### config.mk
export PLATFORM = sky130hd
export DESIGN_NAME = button_event_decoder
export DESIGN_NICKNAME = d
export VERILOG_FILES = /design/src/rtl/button_event_decoder.sv
export SDC_FILE = /design/constraint.sdc
export NUM_CORES = 1
export LEC_CHECK = 0
export CAP_MARGIN = 5
export CORE_ASPECT_RATIO = 2
export CORE_UTILIZATION = 45
export CTS_CLUSTER_SIZE = 8
export DETAILED_ROUTE_END_ITERATION = 6
export GPL_TIMING_DRIVEN = 1
export PLACE_DENSITY = 0.68
export SYNTH_ARGS = -nofsm -noshare
export SYNTH_HDL_FRONTEND = slang
export SYNTH_SLANG_ARGS = --single-unit
### constraint.sdc
create_clock -name clk -period 3.2 [get_ports clk]
set_input_delay 0.8 -clock clk [delete_from_list [all_inputs] [get_ports clk]]
set_output_delay 0.8 -clock clk [all_outputs]
set_load 0.01 [all_outputs]
### src/rtl/button_event_decoder.sv
// Classifies a debounced, clk-synchronous button level into short, long and double press pulses.
// Optional auto-repeat while a long press is held is enabled by defining BTN_AUTOREPEAT_EN.
module button_event_decoder #(
  parameter int LONG_CYCLES       = 50_000_000,
  parameter int DOUBLE_GAP_CYCLES = 12_500_000,
  parameter int REPEAT_CYCLES     = 5_000_000,
  parameter int CNT_W = $clog2(
    ((LONG_CYCLES > DOUBLE_GAP_CYCLES) ? LONG_CYCLES : DOUBLE_GAP_CYCLES) > REPEAT_CYCLES ?
    ((LONG_CYCLES > DOUBLE_GAP_CYCLES) ? LONG_CYCLES : DOUBLE_GAP_CYCLES) : REPEAT_CYCLES) + 1
) (
  input  logic       clk,
  input  logic       reset,
  input  logic       btn_level,
  output logic       short_press,
  output logic       long_press,
  output logic       double_press,
  output logic       repeat_press,
  output logic [7:0] event_count
);

  typedef enum logic [2:0] {
    IDLE,
    HELD1,
    LONG,
    GAP,
    WAIT_REL
  } state_t;

  localparam logic [CNT_W-1:0] LONG_LAST = CNT_W'(LONG_CYCLES - 1);
  localparam logic [CNT_W-1:0] GAP_LAST  = CNT_W'(DOUBLE_GAP_CYCLES - 1);
`ifdef BTN_AUTOREPEAT_EN
  localparam logic [CNT_W-1:0] REPEAT_LAST = CNT_W'(REPEAT_CYCLES - 1);
`endif

  state_t           state;
  logic [CNT_W-1:0] cnt;
  logic             btn_prev;
  logic             rise;
  logic             fall;

  assign rise = btn_level & ~btn_prev;
  assign fall = ~btn_level & btn_prev;

  // One shared counter times the hold in HELD1, the release gap in GAP and, optionally, repeats in LONG.
  always_ff @(posedge clk or posedge reset) begin
    if (reset) begin
      state        <= IDLE;
      cnt          <= '0;
      btn_prev     <= 1'b0;
      short_press  <= 1'b0;
      long_press   <= 1'b0;
      double_press <= 1'b0;
      event_count  <= '0;
`ifdef BTN_AUTOREPEAT_EN
      repeat_press <= 1'b0;
`endif
    end else begin
      btn_prev     <= btn_level;
      short_press  <= 1'b0;
      long_press   <= 1'b0;
      double_press <= 1'b0;
`ifdef BTN_AUTOREPEAT_EN
      repeat_press <= 1'b0;
`endif
      case (state)
        IDLE: begin
          if (rise) begin
            state <= HELD1;
            cnt   <= '0;
          end
        end
        // A release on the very cycle the hold would mature still counts as a release.
        HELD1: begin
          if (fall) begin
            state <= GAP;
            cnt   <= '0;
          end else if (cnt == LONG_LAST) begin
            long_press  <= 1'b1;
            event_count <= event_count + 8'd1;
            state       <= LONG;
            cnt         <= '0;
          end else begin
            cnt <= cnt + CNT_W'(1);
          end
        end
        LONG: begin
          if (fall) begin
            state <= IDLE;
`ifdef BTN_AUTOREPEAT_EN
          end else if (btn_level) begin
            if (cnt == REPEAT_LAST) begin
              repeat_press <= 1'b1;
              cnt          <= '0;
            end else begin
              cnt <= cnt + CNT_W'(1);
            end
`endif
          end
        end
        // A second press arriving on the timeout cycle still forms a double.
        GAP: begin
          if (rise) begin
            double_press <= 1'b1;
            event_count  <= event_count + 8'd1;
            state        <= WAIT_REL;
          end else if (cnt == GAP_LAST) begin
            short_press <= 1'b1;
            event_count <= event_count + 8'd1;
            state       <= IDLE;
          end else begin
            cnt <= cnt + CNT_W'(1);
          end
        end
        WAIT_REL: begin
          if (fall) begin
            state <= IDLE;
          end
        end
        default: begin
          state <= IDLE;
        end
      endcase
    end
  end

`ifndef BTN_AUTOREPEAT_EN
  assign repeat_press = 1'b0;
`endif

endmodule
== Yosys cells after proc, flatten, opt, wreduce, memory -nomap -nowiden ==
Index checks and enable logic that the tools add are counted.

* Bits in latches: 0
* Memories kept: 0
* Output and inout bits: 12
* Word-level logic and storage cells: 60
* ROM bits: 0
* Bits of input ports: 3
* Bits in writable memories: 0
* Register bits after elaboration: 42

* Multipliers: 0
* Muxes and demuxes: 26
* Order comparisons: 0
* Reductions and logical operators: 7
* Bitwise operators: 4
* Divide/modulo/power cells: 0
* Shifts and indexed selects: 0
* Equal/unequal tests: 14
* $add $sub $neg: 2

{| class="wikitable"
|+ Operator list
! operator !! count
|-
| two-way mux 27 bit || 5
|-
| one-hot mux 27 bit (3 select lines) || 1
|-
| two-way mux 8 bit || 4
|-
| adder 27 x 1 -> 27 bit (second input constant) || 1
|-
| == test 27 x 24 -> 1 bit (second input constant) || 1
|-
| == test 27 x 26 -> 1 bit (second input constant) || 1
|-
| two-way mux 3 bit || 6
|-
| one-hot mux 8 bit (2 select lines) || 1
|-
| one-hot mux 3 bit (4 select lines) || 1
|-
| AND reduction 4 bit || 3
|-
| != test 2 bit (second input constant) || 5
|-
| adder 8 x 1 -> 8 bit (second input constant) || 1
|-
| two-way mux 1 bit || 8
|-
| == test 3 x 2 -> 1 bit (second input constant) || 2
|-
| != test 3 bit (second input constant) || 2
|-
| == test 3 x 1 -> 1 bit (second input constant) || 1
|-
| == test 3 bit (second input constant) || 1
|-
| zero test 3 bit || 1
|-
| nonzero test 3 bit || 1
|-
| AND 1 bit || 2
|-
| != test 2 x 1 -> 1 bit (second input constant) || 1
|-
| inverter 1 bit || 2
|-
| nonzero test 2 bit || 1
|-
| OR reduction 2 bit || 1
|}

== Depth between registers and ports, before layout ==
Gate-level depths: netlist of run 1.

* Word-level depth: 4
* Gate-level depth with buffers: 7
* Depth with buffers taken out: 6

== Worst setup path before layout of run 1 ==
No wires, ideal clock.

* Path kind: input-to-reg
* Start: input btn_level
* End: register cnt[17]
* Library setup time: 0.087 ns
* Stages on the path: 6
* Required time: 3.113 ns
* Slack: 0.611 ns
* Path buffers: 1
* Arrival: 2.502 ns
* Path through: nand2b_1 > mux2i_1 > or4b_1 > clkbuf_1 > or4_1 > a22oi_1

* Longest elaborated chain between the ends: 4
* Elaborated cells on any way between the ends: 8
* Those cells by class: eq/ne (2); mux (2); bitwise (3); reduce/logical (1)

{| class="wikitable"
|+ RTL lines
! what !! line !! RTL
|-
| start, declared || 13 || <nowiki>input logic btn_level,</nowiki>
|-
| inverter 1 bit || 42 || <nowiki>assign fall = ~btn_level & btn_prev;</nowiki>
|-
| AND 1 bit || 42 ||
|-
| two-way mux 27 bit || 74 || <nowiki>if (fall) begin</nowiki>
|-
| one-hot mux 27 bit (3 select lines) || 65 || <nowiki>case (state)</nowiki>
|-
| end signal, assigned || 83 || <nowiki>cnt <= cnt + CNT_W'(1);</nowiki>
|-
| end signal, assigned || 111 || <nowiki>cnt <= cnt + CNT_W'(1);</nowiki>
|-
| end, declared || 36 || <nowiki>logic [CNT_W-1:0] cnt;</nowiki>
|}

Several ways; a longest one is shown, not always the timed one.
A chain may end at the register's enable or synchronous reset.

== Worst setup path after layout of run 1 ==
* Start: input btn_level
* End: register cnt[25]

The elaborated chain is that of the path after synthesis.

==> flow_summary.toml, run 1 <==
[logic_synthesis]
netlist_area_sq_um = 2430
syn_nets = 253
yosys_warnings = 0
ys_ff_latch = 42
synth_edf_count = 0
synth_top_area_frac = 0.433
ys_seq_area_frac = 0.433
avgSynthCellArea_sq_um = 9.79
async_flop_share = 1.00
ys_types = 52
ys_top_cells_by_area = "dfrtp_1 43%, a22oi_1 5.6%, o31ai_1 4.9%, or4_1 4.6%, nand3_1 2.9%"
yosys.area.top_type = "dfrtp_1"
ys.flop_type = "dfrtp_1"
syn_inst = 248

[drt]
drc = 0
num_vias = 2053
vias_per_cell = 6.46
firstDrtPassIters = 4
wire_per_inst_um = 18.8
drtIter0Drc = 53
postRouteAntennaNets = 0
wl_um = 5970

[timing]
finalCriticalPeriod_ns = 2.81
worst_pin_slew_ns = 0.512
final-hold-violation-count = 0
slew_headroom = 0.656
rsz0062_at_grt = "no"
fin_tns_setup_ns = 0
slew_viol_final = 0
setup_viol = 0
final.period_utilization = 0.878
fin_hold_ws_ns = 0.470
skew_ns = 0.00785
fmax_mhz = 356
layout_setup_ws_ns = 0.392

[placed_design]
place.port_buffers = 13
dpl_cell_area_sq_um = 2620
dp_hpwl_um = 4300
dp.cells = 311
gp_congestion = 0.806
pre_cts_ws_ns = 0.0817

[floorplanning]
start_util = 0.468
rows = 37
ioPinCount = 15
die_h_um = 106
die_width_um = 53.9
die_area_sq_um = 5710
core_area_sq_um = 5180

[final_layout]
fin_area_sq_um = 2700
stdcell_count = 318
final_common_cell = "dfrtp_1"
nNetsFinal = 265
utilization = 0.520
syn2layout_area_growth_pct = 11.0
n_antenna_cell = 0
drive_above_1_share = 0.0962
mostFrequentLayoutCells = "42 x dfrtp_1, 18 x a22oi_1, 16 x o31ai_1, 15 x or4_1"

[global_routing]
grt_overflow = 0
grt_pass1_vias = 2076
antenna_found_initial = 0
grt_pass1_wl_um = 9920
grt_max_degree = 30
gr-usage-all-layers = 0.237

[worst_setup_path]
cp_max_fo = 14
cp-end-kind = "flop"
cp.required_ns = 3.41
timing.rr.start = "cnt[7]$_DFFE_PP0P_"
crit_type = "primary input to flop"
crit_arrival_ns = 3.02
critPathLaunchType = "primary input"
critPathLaunch = "btn_level"

[clocking]
cts_resized = 0
clk_latency_ns = 0.30
cts_tree = "yes"
cts_setup_buffers = 0
hold_buffers = 0
clkSlewWorstSetupHoldPaths_ns = 0.08
ctsHtreeMaxLevel = 2
root_buffer = "clkbuf_8"
clockBufferDepth = 2
clock_sinks = 42
cts_buffers = 5

[hold_path]
hold_class = "flop to flop"
min-delay-start = "event_count[7]$_DFFE_PP0P_"

[job]
maxCapViolCount = 0

[run_status]
status = "finished clean"

[power]
p_per_area_nw_per_um2 = 490
power_mw = 1.32
p_leak_nw = 1.09
vdd_ir_drop_max_mv = 0.440
## cells by family after synthesis
| logic type | synth area share |
|---|---|
| simple gates | 0.243 |
| compound gates | 0.212 |
| flops | 0.433 |
| buf+inv | 0.0443 |
| xor+xnor | 0.0469 |
| fa+ha+maj | 0.0103 |
| mux | 0.00876 |
| other cells | 0.00154 |
## cell type report
| cell class | instances | area, sq um |
|---|---|---|
| inverter | 9 | 33.8 |
| clock buffer | 5 | 68.8 |
| tap | 58 | 72.6 |
| multi-input combinational | 182 | 1280 |
| timing repair buffer | 20 | 183 |
| fill | 509 | 2490 |
| sequential | 42 | 1050 |
| clock inverter | 2 | 10.0 |
## per-layer routing
metal	global-route usage	wire, um
met5	0	0
met4	0.133	185
met3	0.0272	179
met2	0.418	3390
met1	0.253	2220
## cells in the mapped netlist (all sizes together), types with 3 or more instances
cell type / number
nand2: 14
a21oi: 10
and4: 4
nor4: 6
buf: 4
nor3: 4
xor2: 6
nor2: 6
xnor2: 7
o21ai: 9
or3: 6
inv: 9
a22oi: 18
dfrtp: 42
or4: 16
o31ai: 16
and3: 5
clkbuf: 11
a211oi: 3
nand4: 9
a2111oi: 3
nand3: 14
## state kept, by name, summed over array words and instances, names as in the netlist
signal        flops
long_press        1
cnt              27
short_press       1
event_count       8
double_press      1
state             3
btn_prev          1
## power breakdown
part           switching, mW  leakage, nW  internal (mW)
combinational          0.215        0.476          0.127
sequential            0.0682        0.573          0.573
clock                  0.189       0.0438          0.147
total                  0.473         1.09          0.847
## critical path: stages
cell and delay [ns]:
clkdlybuf4s50_1 0.51, nand2b_1 0.10, mux2i_1 0.14, or4b_1 0.72, or4_1 0.57, a22oi_1 0.17
## path summary, 6_finish.rpt
path	cells after the start	slack, ns	endpoint
worst max-delay path	6	0.39	cnt[25]$_DFFE_PP0P_
min in group asynchronous	2	0.76	cnt[7]$_DFFE_PP0P_
worst max register to register	5	0.58	event_count[7]$_DFFE_PP0P_
max in group asynchronous	3	1.71	cnt[21]$_DFFE_PP0P_
worst min register to register	1	0.47	event_count[7]$_DFFE_PP0P_
worst min-delay path	1	0.47	event_count[7]$_DFFE_PP0P_
Power figures use the tool's default switching activity.
==> inputs of run 2 (changes only) <==
--- a/config.mk
+++ b/config.mk
@@ -10,8 +10,9 @@
 export CORE_UTILIZATION = 45
 export CTS_CLUSTER_SIZE = 8
 export DETAILED_ROUTE_END_ITERATION = 6
+export DONT_BUFFER_PORTS = 1
 export GPL_TIMING_DRIVEN = 1
-export PLACE_DENSITY = 0.68
+export PLACE_DENSITY = 0.65
 export SYNTH_ARGS = -nofsm -noshare
 export SYNTH_HDL_FRONTEND = slang
 export SYNTH_SLANG_ARGS = --single-unit
==> flow_summary.toml, run 2 (same netlist as run 1, synthesis figures left out) <==
[clocking]
clk_latency_ns = 0.31
cts_resized = 0
cts_setup_buffers = 0
cts_tree = "yes"
cts_buffers = 5
root_buffer = "clkbuf_8"
clockBufferDepth = 2
ctsHtreeMaxLevel = 2
hold_buffers = 0
clock_sinks = 42
clkSlewWorstSetupHoldPaths_ns = 0.08

[timing]
slew_viol_final = 0
fmax_mhz = 387
rsz0062_at_grt = "no"
worst_pin_slew_ns = 0.505
finalCriticalPeriod_ns = 2.59
final.period_utilization = 0.808
fin_tns_setup_ns = 0
setup_viol = 0
slew_headroom = 0.662
skew_ns = 0.00611
final-hold-violation-count = 0
layout_setup_ws_ns = 0.615

[global_routing]
grt_overflow = 0
grt_max_degree = 32
gr-usage-all-layers = 0.230
grt_pass1_wl_um = 9310
grt_pass1_vias = 1940
antenna_found_initial = 0

[hold_path]
hold_class = "primary input to async pin"

[placed_design]
pre_cts_ws_ns = 0.589
gp_congestion = 0.840
place.port_buffers = 0
dp_hpwl_um = 4370

[floorplanning]
die_width_um = 53.9
ioPinCount = 15
rows = 37
die_h_um = 106
core_area_sq_um = 5180
start_util = 0.468
die_area_sq_um = 5710

[final_layout]
drive_above_1_share = 0.105
top_register = "cnt"
syn2layout_area_growth_pct = 7.68
final_common_cell = "dfrtp_1"
mostFrequentLayoutCells = "42 x dfrtp_1, 18 x a22oi_1, 16 x o31ai_1, 15 x or4_1"
nNetsFinal = 252
largest_register_ff_count = 27
n_antenna_cell = 0
n_fill_cell = 484
top_regs = "cnt x27, event_count x8, state x3"

[power]
p_per_area_nw_per_um2 = 525
power_mw = 1.37
vdd_ir_drop_max_mv = 0.397
p_leak_nw = 1.07

[drt]
wire_per_inst_um = 19.7
firstDrtPassIters = 4
postRouteAntennaNets = 0
drtIter0Drc = 77
vias_per_cell = 6.65
wl_um = 6030
drc = 0
num_vias = 2035

[worst_setup_path]
cp.required_ns = 3.42
critPathLaunchType = "flop"
cpPeakStageDelay_ns = 0.54
crit_arrival_ns = 2.80
cp-end-kind = "flop"
crit_chain = "ha_1 -> and4_1 -> nand3_1 -> or3_1 -> or4_1 -> a22oi_1"
cp_max_fo = 9
crit_type = "flop to flop"
cpMaxStageDelayCell = "or4_1"

[job]
maxCapViolCount = 0

[run_status]
status = "finished clean"
-- run 2: metal layers --
| metal | track usage | routed length, um | up-vias |
|---|---|---|---|
| li1 | - | - | 957 |
| met1 | 0.226 | 2120 | 1006 |
| met2 | 0.403 | 3400 | 56 |
| met3 | 0.0443 | 240 | 16 |
| met4 | 0.154 | 268 | 0 |
| met5 | 0 | 0 | - |
-- run 2: path summary, 6_finish.rpt --
kind / slack (ns) / depth (start not counted) / from / to
min in group clk: 0.51 / 0 / btn_level / btn_prev$_DFF_PP0_
hold / removal: 0.30 / 1 / reset / cnt[3]$_DFFE_PP0P_
setup reg to reg: 0.61 / 6 / cnt[0]$_DFFE_PP0P_ / cnt[26]$_DFFE_PP0P_
max in group asynchronous: 2.46 / 2 / reset / cnt[4]$_DFFE_PP0P_
hold reg to reg: 0.53 / 1 / cnt[6]$_DFFE_PP0P_ / cnt[6]$_DFFE_PP0P_
setup / recovery: 0.61 / 6 / cnt[0]$_DFFE_PP0P_ / cnt[26]$_DFFE_PP0P_
-- run 2: stage by stage --
step | instance area [sq um] | util | std cells | hold slack, ns
5_1_grt | 2620 | 0.504 | 306 | 0.301
6_report | 2620 | 0.504 | 306 | 0.297
2_1_floorplan | 2430 | - | 248 | 0.490
3_5_place_dp | 2480 | 0.478 | 297 | 0.525
3_3_place_gp | 2480 | 0.478 | 297 | 0.512
4_1_cts | 2590 | 0.499 | 305 | 0.509
-- run 2: final cells by class --
cell class / count / area [sq um] / share of cell area
multi-input combinational: 182 / 1280 / 0.488
sequential: 42 / 1050 / 0.402
timing repair buffer: 7 / 72.6 / 0.0278
tap: 58 / 72.6 / 0.0278
clock buffer: 5 / 68.8 / 0.0263
clock inverter: 3 / 40.0 / 0.0153
inverter: 9 / 33.8 / 0.0129
-- run 2: power by group --
| part | switching, mW | internal, mW | total, mW |
|---|---|---|---|
| Combinational | 0.201 | 0.0946 | 0.295 |
| Sequential | 0.0815 | 0.573 | 0.655 |
| Clock | 0.194 | 0.230 | 0.424 |
| Total | 0.477 | 0.897 | 1.37 |
-- run 2: critical path: cells and delay by family, from the launching register on --
kind / cells / cell delay [ns]
adders and majority gates: 1 / 0.25
DFF: 1 / 0.43
AOI/OAI and AO/OA: 1 / 0.18
and+or+nand+nor: 4 / 1.65
==> inputs of run 3 (changes only) <==
--- a/config.mk
+++ b/config.mk
@@ -12,7 +12,7 @@
 export DETAILED_ROUTE_END_ITERATION = 6
 export DONT_BUFFER_PORTS = 1
 export GPL_TIMING_DRIVEN = 1
-export PLACE_DENSITY = 0.65
+export PLACE_DENSITY = 0.67
 export SYNTH_ARGS = -nofsm -noshare
 export SYNTH_HDL_FRONTEND = slang
 export SYNTH_SLANG_ARGS = --single-unit
==> constraint.sdc (replaced) <==
create_clock -name clk -period 2.2 [get_ports clk]
set_input_delay 0.55 -clock clk [delete_from_list [all_inputs] [get_ports clk]]
set_output_delay 0.55 -clock clk [all_outputs]
set_load 0.01 [all_outputs]
==> flow_summary.toml, run 3 (same netlist as run 1, synthesis figures left out) <==
[worst_setup_path]
crit_arrival_ns = 2.63
critPathLaunchType = "flop"
timing.rr.start = "cnt[24]$_DFFE_PP0P_"
worst_r2r_endpoint = "event_count[5]$_DFFE_PP0P_"
cp.required_ns = 2.43
cpPeakStageDelay_ns = 0.58
regToRegSetupSlack_ns = -0.20
cp_max_fo = 8
cpMaxStageDelayCell = "or4bb_4"
crit_chain = "or4bb_4 -> or2_4 -> or4_4 -> a2111oi_2 -> xnor2_1"
r2r_cells = 5
crit_type = "flop to flop"
cp-end-kind = "flop"
path_delay_family = "simple AND/OR/NAND/NOR gates"
crit_buf_inv = 0

[drt]
drc = 0
firstDrtPassIters = 4
m1WireLength_um = 2640
drtIter0Drc = 94
vias_per_cell = 6.64
wl_met2_um = 4090
highest_layer = "met4"
postRouteAntennaNets = 0
routed-wl-met3_um = 271
wl_um = 7520
num_vias = 2430
wire_per_inst_um = 20.5

[power]
p_leak_nw = 1.46
vdd_ir_drop_max_mv = 0.634
p_per_area_nw_per_um2 = 670
power_mw = 2.30

[final_layout]
nNetsFinal = 312
n_antenna_cell = 0
mostFrequentLayoutCells = "55 x buf_4, 42 x dfrtp_1, 14 x nand2_1, 14 x nand3_1, 14 x a22oi_1"
multi_input_area_sq_um = 1570
final_common_cell = "buf_4"
n_fill_cell = 368
drive_above_1_share = 0.403
top_register = "cnt"
syn2layout_area_growth_pct = 41.3
top_regs = "cnt x27, event_count x8, state x3"
largest_register_ff_count = 27
utilization = 0.662
stdcell_count = 366
seq_area_sq_um = 1050

[timing]
skew_ns = 0.00770
slew_headroom = 0.431
slew_viol_final = 0
final-hold-violation-count = 0
finalCriticalPeriod_ns = 2.40
fmax_mhz = 417
layout_setup_ws_ns = -0.197
rsz0062_at_grt = "yes"
setup_viol = 18
final.period_utilization = 1.09
worst_pin_slew_ns = 0.849

[placed_design]
gp_congestion = 0.910
place.port_buffers = 0
dp.cells = 342
dp_hpwl_um = 4890

[global_routing]
grt_pass1_vias = 2382
grt_overflow = 0
antenna_found_initial = 0
grt_pass1_wl_um = 11100
grt_max_degree = 26
gr-usage-all-layers = 0.274

[clocking]
root_buffer = "clkbuf_8"
clkSlewWorstSetupHoldPaths_ns = 0.08
hold_buffers = 0
cts_tree = "yes"
clock_sinks = 42
ctsHtreeMaxLevel = 2
cts_buffers = 5
clk_latency_ns = 0.31
clockBufferDepth = 2

[floorplanning]
core_area_sq_um = 5180
die_area_sq_um = 5710
start_util = 0.468
rows = 37
ioPinCount = 15
die_width_um = 53.9
die_h_um = 106

[hold_path]
hold_class = "primary input to async pin"

[run_status]
violations = "setup timing"
status = "complete, but fails checks"

[job]
maxCapViolCount = 0
[run 3: cell types whose count changed in the layout (fill, tap and decap cells not counted), moves of 4 or more]
cell / delta
a22oi_2: +4
o31ai_4: +4
buf_6: +5
o21ai_0: -5
a22oi_1: -4
o31ai_1: -6
buf_4: +49
or4_4: +4
or4_1: -4
[run 3: through the flow]
stage,area (sq um),hold slack [ns],TNS (ns),worst slack [ns]
after CTS,3180,0.210,-0.963,-0.156
after detailed placement,2900,0.517,-2.35,-0.146
after floorplan,2490,0.490,-1.82,-0.131
final,3430,0.197,-2.08,-0.197
after global placement,2900,0.518,-1.06,-0.0874
after global routing,3430,0.222,-2.92,-0.237
[run 3: cell type report]
class | count | area share
Inverter | 9 | 0.00984
Clock buffer | 5 | 0.0201
Clock inverter | 3 | 0.0117
Tap cell | 58 | 0.0211
Multi-Input combinational cell | 183 | 0.458
Sequential cell | 42 | 0.306
Timing Repair Buffer | 66 | 0.173
[run 3: where the power goes]
part / total [mW] / switching [mW] / internal (mW)
clock: 0.612 / 0.278 / 0.334
sequential: 0.927 / 0.0934 / 0.834
combinational: 0.761 / 0.451 / 0.311
[run 3: timing repair]
item,in CTS,in global routing
pin swaps,7,14
endpoints found under the setup margin,33,36
buffers inserted,7,5
cloned,3,1
resized for setup,14,46
[run 3: worst max path at each step]
stage | start | endpoint | slack (ns) | cells after the start
2_1_floorplan | cnt[9]$_DFFE_PP0P_ | cnt[0]$_DFFE_PP0P_ | -0.13 | 6
3_3_place_gp | cnt[9]$_DFFE_PP0P_ | event_count[1]$_DFFE_PP0P_ | -0.09 | 5
3_5_place_dp | cnt[24]$_DFFE_PP0P_ | event_count[5]$_DFFE_PP0P_ | -0.15 | 5
4_1_cts | cnt[24]$_DFFE_PP0P_ | event_count[5]$_DFFE_PP0P_ | -0.16 | 5
5_1_grt | cnt[24]$_DFFE_PP0P_ | event_count[2]$_DFFE_PP0P_ | -0.24 | 6
6_report | cnt[24]$_DFFE_PP0P_ | event_count[5]$_DFFE_PP0P_ | -0.20 | 5
[run 3: metal layers]
| metal | track usage | vias up |
|---|---|---|
| li1 | - | 1085 |
| met1 | 0.256 | 1219 |
| met2 | 0.491 | 83 |
| met3 | 0.0486 | 43 |
| met4 | 0.194 | 0 |
| met5 | 0 | - |
[run 3: worst reg2reg max path, stage by stage, from the launching register on]
cell and delay [ns]:
dfrtp_1 0.39, or4bb_4 0.58, or2_4 0.25, or4_4 0.52, a2111oi_2 0.44, xnor2_1 0.16
